[src/rtl/pc_gen.sv]
// Fetch-address generator: holds the fetch PC, advances it on accepted
// fetches, predicts taken control flow with a direct-mapped BTB of 2-bit
// saturating counters, and buffers redirects that arrive while IF has a
// non-abortable memory fetch outstanding.
module pc_gen #(
  parameter int unsigned        ADDR_W      = 32,
  parameter int unsigned        BTB_ENTRIES = 16,
  parameter logic [ADDR_W-1:0]  RESET_PC    = '0
) (
  input  logic              clk,
  input  logic              rst_n,
  input  logic              rdy,
  input  logic              stall_i,
  input  logic              fetch_done_i,
  input  logic              fetch_busy_i,
  input  logic              redirect_i,
  input  logic [ADDR_W-1:0] redirect_pc_i,
  input  logic              upd_valid_i,
  input  logic [ADDR_W-1:0] upd_pc_i,
  input  logic [ADDR_W-1:0] upd_target_i,
  input  logic              upd_taken_i,
  output logic [ADDR_W-1:0] pc_o,
  output logic              pred_taken_o,
  output logic [ADDR_W-1:0] pred_pc_o,
  output logic              pc_jump_enable_o
);

  localparam int unsigned IDX_W = $clog2(BTB_ENTRIES);
  localparam int unsigned TAG_W = ADDR_W - IDX_W - 2;

  typedef struct packed {
    logic [TAG_W-1:0]  tag;
    logic [ADDR_W-1:0] target;
    logic [1:0]        ctr;
  } btb_entry_t;

  // Architectural state
  logic [ADDR_W-1:0]      pc_q, pc_d;
  logic                   pend_v_q, pend_v_d;
  logic [ADDR_W-1:0]      pend_pc_q, pend_pc_d;
  logic [BTB_ENTRIES-1:0] valid_q;
  btb_entry_t             btb_q [BTB_ENTRIES];

  // Lookup path
  logic [IDX_W-1:0]  rd_idx;
  logic [TAG_W-1:0]  rd_tag;
  btb_entry_t        rd_entry;
  logic              rd_hit;
  logic [ADDR_W-1:0] pc_inc;

  // Training path
  logic [IDX_W-1:0]  wr_idx;
  logic [TAG_W-1:0]  wr_tag;
  btb_entry_t        wr_cur;
  logic              wr_hit;
  logic              wr_en;
  logic              wr_alloc;
  btb_entry_t        wr_entry;

  // Redirect control
  logic acceptable;
  logic jump;

  // Address bits below the word offset never reach the BTB.
  logic unused_low_bits;
  assign unused_low_bits = ^{pc_q[1:0], upd_pc_i[1:0]};

  assign pc_o = pc_q;

  // Combinational BTB lookup on the current fetch PC.
  always_comb begin
    rd_idx       = pc_q[IDX_W+1:2];
    rd_tag       = pc_q[ADDR_W-1:IDX_W+2];
    rd_entry     = btb_q[rd_idx];
    rd_hit       = valid_q[rd_idx] && (rd_entry.tag == rd_tag);
    pc_inc       = pc_q + ADDR_W'(4);
    pred_taken_o = rd_hit && rd_entry.ctr[1];
    pred_pc_o    = pred_taken_o ? rd_entry.target : pc_inc;
  end

  // BTB training decision: counter update on hit, allocate on taken miss.
  always_comb begin
    wr_idx   = upd_pc_i[IDX_W+1:2];
    wr_tag   = upd_pc_i[ADDR_W-1:IDX_W+2];
    wr_cur   = btb_q[wr_idx];
    wr_hit   = valid_q[wr_idx] && (wr_cur.tag == wr_tag);
    wr_en    = 1'b0;
    wr_alloc = 1'b0;
    wr_entry = wr_cur;
    if (rdy && upd_valid_i) begin
      if (wr_hit) begin
        wr_en = 1'b1;
        if (upd_taken_i) begin
          wr_entry.ctr    = (wr_cur.ctr == 2'd3) ? 2'd3 : wr_cur.ctr + 2'd1;
          wr_entry.target = upd_target_i;
        end else begin
          wr_entry.ctr    = (wr_cur.ctr == 2'd0) ? 2'd0 : wr_cur.ctr - 2'd1;
        end
      end else if (upd_taken_i) begin
        wr_en           = 1'b1;
        wr_alloc        = 1'b1;
        wr_entry.tag    = wr_tag;
        wr_entry.target = upd_target_i;
        wr_entry.ctr    = 2'd2;
      end
    end
  end

  // Next-PC selection: redirect, then pending redirect, then advance, else hold.
  always_comb begin
    acceptable = !fetch_busy_i || fetch_done_i;
    pc_d       = pc_q;
    pend_v_d   = pend_v_q;
    pend_pc_d  = pend_pc_q;
    jump       = 1'b0;
    if (rdy) begin
      if (redirect_i && acceptable) begin
        pc_d     = redirect_pc_i;
        pend_v_d = 1'b0;
        jump     = 1'b1;
      end else if (pend_v_q && acceptable) begin
        pc_d     = pend_pc_q;
        pend_v_d = 1'b0;
        jump     = 1'b1;
      end else if (fetch_done_i && !stall_i && !pend_v_q) begin
        pc_d     = pred_pc_o;
      end
      if (redirect_i && !acceptable) begin
        pend_v_d  = 1'b1;
        pend_pc_d = redirect_pc_i;
      end
    end
  end

  // Jump strobe is combinational and forced low while reset is asserted.
  assign pc_jump_enable_o = jump && rst_n;

  // PC and pending-redirect registers.
  always_ff @(posedge clk or negedge rst_n) begin
    if (!rst_n) begin
      pc_q      <= RESET_PC;
      pend_v_q  <= 1'b0;
      pend_pc_q <= '0;
    end else begin
      pc_q      <= pc_d;
      pend_v_q  <= pend_v_d;
      pend_pc_q <= pend_pc_d;
    end
  end

  // BTB valid bits; only these need a defined reset value.
  always_ff @(posedge clk or negedge rst_n) begin
    if (!rst_n) begin
      valid_q <= '0;
    end else if (wr_alloc) begin
      valid_q[wr_idx] <= 1'b1;
    end
  end

  // BTB payload (tag, target, counter); contents are ignored until valid.
  always_ff @(posedge clk) begin
    if (wr_en) begin
      btb_q[wr_idx] <= wr_entry;
    end
  end

endmodule

[config.mk]
export PLATFORM = sky130hd
export DESIGN_NAME = pc_gen
export DESIGN_NICKNAME = d
export VERILOG_FILES = /design/src/rtl/pc_gen.sv
export SDC_FILE = /design/constraint.sdc
export NUM_CORES = 2
export LEC_CHECK = 0
export BUFFER_PORTS_ARGS = -buffer_cell sky130_fd_sc_hd__clkbuf_2
export CORE_ASPECT_RATIO = 1.2
export CORE_UTILIZATION = 55
export DETAILED_ROUTE_END_ITERATION = 8
export GPL_TIMING_DRIVEN = 0
export HOLD_SLACK_MARGIN = 0.03
export PLACE_DENSITY_LB_ADDON = 0.08
export SLEW_MARGIN = 15
export SYNTH_ARGS = -nofsm -noshare
export SYNTH_HDL_FRONTEND = slang
export SYNTH_SLANG_ARGS = --single-unit
[constraint.sdc]
create_clock -name clk -period 10.97 [get_ports clk]
set_input_delay 0.5485 -clock clk [delete_from_list [all_inputs] [get_ports clk]]
set_output_delay 0.5485 -clock clk [all_outputs]
set_load 0.01 [all_outputs]
==> results_dict.tcl <==
set metrics [dict create \
    leakage_nw 18.7 \
    cts.repair.resized 0 \
    async_reset_ff_frac 0.0778 \
    io_buffers 166 \
    post-cts-setup-buffers 0 \
    syn2layout_area_growth_pct 13.0 \
    die_area_um2 93200 \
    pin_count 171 \
    place_hpwl_mm 129 \
    yosys_register_bits 1041 \
    multi_input_area_um2 18800 \
    clock-root-buffer "clkbuf_16" \
    die_y_um 334 \
    finalSetupTns_ps 0 \
    cts.sinks 1041 \
    num_vias 32237 \
    grtUsageTotal 0.403 \
    final_nets 3167 \
    cp_max_fo 11 \
    synthCells 2762 \
    routabilityCongestion 1.02 \
    critPathMaxStageDelay_ps 690 \
    critical_path.slowest_cell "clkbuf_2" \
    grt_pass1_wl_mm 254 \
    tightest_slew_ps 1360 \
    arrival_ps 7330 \
    start_util 0.557 \
    final_antenna_net_count 0 \
    yosys_warnings 0 \
    worstPathRequired_ps 10420 \
    path_cells "buf_2, buf_2, buf_2, clkbuf_2, mux4_2, a22oi_1, nand2_1, xnor2_1, nand4_1, nor4_1, nand4_1, inv_2, buf_4, nor2_1, nor2_1, clkbuf_2" \
    avgSynthCellArea_um2 18.3 \
    firstDrtPassIters 8 \
    ir_worst_vdd_uv 193 \
    grt-ovfl-total 0 \
    status "finished, final reports clean" \
    fill_cells 6395 \
    hold_buffers 1 \
    worstSetupPathType "flip-flop to output pin" \
    grt_pass1_vias 32184 \
    htreeDepth 3 \
    power_mw 10.8 \
    final_max_slew_viol_count 0 \
    power.density_nw_per_um2 190 \
    setup-violations-final 0 \
    clock_path_buffers 3 \
    synth_edf_count 960 \
    drive_gt1_frac 0.346 \
    critPathLaunchType "flip-flop" \
    cts_tree "yes" \
    cpMostUsedCell "buf_2" \
    cap_violations 0 \
    drc_errors 0 \
    final_hold_viol_count 0 \
    fp-row-count 121 \
    dp_cells 4123 \
    holdCritPathClass "primary input to flip-flop" \
    endpoint_kind "output pin" \
    numCtsBuffers 103 \
    core_area_um2 90800 \
    synth_flop_cell "edfxtp_1" \
    die_w_um 279 \
    slew_headroom 0.0895 \
    fmax_mhz 127 \
    drt-initial-drc-count 4467 \
    cts.clk_slew.worst_paths_ps 70 \
    clk_latency_ps 710 \
    finalWirelength_mm 185 \
    syn_area_um2 50600 \
    finClkSkew_ps 51.4 \
    syn_nets 2868 \
    seqCellArea_um2 30900 \
    ys_types 77 \
    fin_crit_sh 0.718 \
    wl_per_cell_um 42.8 \
    grt_max_degree 83 \
    yosysSeqAreaShare 0.610 \
    viasPerCell 7.45 \
    instances_no_fill 4326 \
    grt_setup_unrepaired "false" \
    grt_antenna_before_repair 19 \
    fin_crit_ps 7880 \
]
-- path summary, 6_finish.rpt --
check,startpoint,end,slack (ps),depth (start not counted)
min reg2reg,valid_q[11],valid_q[11],500,1
min in group asynchronous,rst_n,valid_q[10],440,2
min,redirect_pc_i[29],pend_pc_q[29],90,2
max in group asynchronous,rst_n,pc_o[25],9890,2
max,pc_o[3],pred_pc_o[11],3090,16
max reg2reg,btb_q[7][35],btb_q[10][27],4630,11
-- cell type report --
class / count / area share
antenna: 11 / 0.000482
buffer: 205 / 0.0161
clock buffer: 130 / 0.0481
clock inverter: 61 / 0.0116
inverter: 33 / 0.00217
multi-input combinational: 1483 / 0.329
sequential: 1041 / 0.540
tap: 1168 / 0.0256
timing repair buffer: 194 / 0.0268
-- worst max-delay path, delay by kind of cell (launching register included) --
family                    cells  cell delay [ps]
DFF                           1              580
muxes                         1              420
AOI/OAI and AO/OA             1              220
and+or+nand+nor               6             1870
xor gates and xnor gates      1              310
buffers and inverters         7             3210
-- layer usage --
metal | up-vias | part of all wire | GRT usage
li1 | 12352 | - | -
met1 | 16959 | 0.34 | 0.508
met2 | 2379 | 0.47 | 0.637
met3 | 539 | 0.11 | 0.0911
met4 | 8 | 0.073 | 0.252
met5 | - | 0.00028 | 0
-- flip-flops by register name, summed over array words and instances, names as in the netlist --
signal and flops:
pc_o 32, pend_pc_q 32, btb_q 960, valid_q 16
pend_v_q 1
-- cell usage after synthesis (29+ instances only) --
library cell,n,area share
clkbuf_1,115,0.0085
and3_1,53,0.0066
mux2_2,76,0.017
mux2i_1,102,0.020
inv_1,31,0.0023
dfrtp_1,81,0.040
buf_2,52,0.0051
nand2_1,97,0.0072
edfxtp_1,960,0.57
mux4_2,537,0.24
a21oi_1,33,0.0033
o21ai_0,66,0.0065
nor3_1,29,0.0029
xnor2_1,50,0.0087
nor2_1,104,0.0077
-- per-stage QoR --
stage	util	area [um^2]	hold WS (ps)	setup slack, ps
2_1_floorplan	-	50600	253	5630
3_3_place_gp	0.582	52900	469	644
3_5_place_dp	0.591	53700	484	3440
4_1_cts	0.628	57100	81.9	3340
5_1_grt	0.629	57100	106	3100
6_report	0.629	57100	93.5	3090
-- placed cells by master, fill, tap and decap left out, types with 12 or more instances in the layout --
cell type	Yosys	layout
o21ai_1	21	21
mux4_2	537	537
buf_2	52	58
o211ai_1	12	12
clkbuf_1	115	129
nand2b_1	13	13
o21ai_0	66	66
nand3_1	28	28
nand4_1	13	13
o311ai_0	28	28
buf_1	24	15
clkinv_1	1	16
and2_1	14	14
inv_1	31	31
a22oi_1	24	24
dfrtp_1	81	81
clkinv_2	0	16
mux2i_1	102	98
and3_1	53	37
clkbuf_16	0	104
xnor2_1	50	50
nor2_1	104	104
mux2_2	76	76
a31o_2	17	17
nor3_1	29	29
a21oi_1	33	33
clkbuf_2	0	175
edfxtp_1	960	960
buf_16	0	20
xor2_1	14	14
nand2_1	97	97
and3_4	0	16
-- power by group --
group          switching (mW)  internal [mW]  leakage (nW)
clock                    1.59           2.05          1.65
sequential              0.106           4.49          9.55
combinational            1.68          0.923          7.55
total                    3.38           7.46          18.7
-- kinds of logic (layout without fill, tap and decap cells) --
| logic type | count (synthesis) | in the layout | synth area share |
|---|---|---|---|
| AO/OA/AOI/OAI | 292 | 292 | 0.0404 |
| XOR/XNOR | 64 | 64 | 0.0111 |
| adder cells (fa/ha/maj) | 2 | 2 | 0.000445 |
| buffers and inverters | 238 | 623 | 0.0203 |
| flip-flops | 1041 | 1041 | 0.610 |
| multiplexers | 725 | 725 | 0.278 |
| other | 0 | 11 | 0 |
| AND/OR/NAND/NOR | 400 | 400 | 0.0393 |
Power figures use the tool's default switching activity.
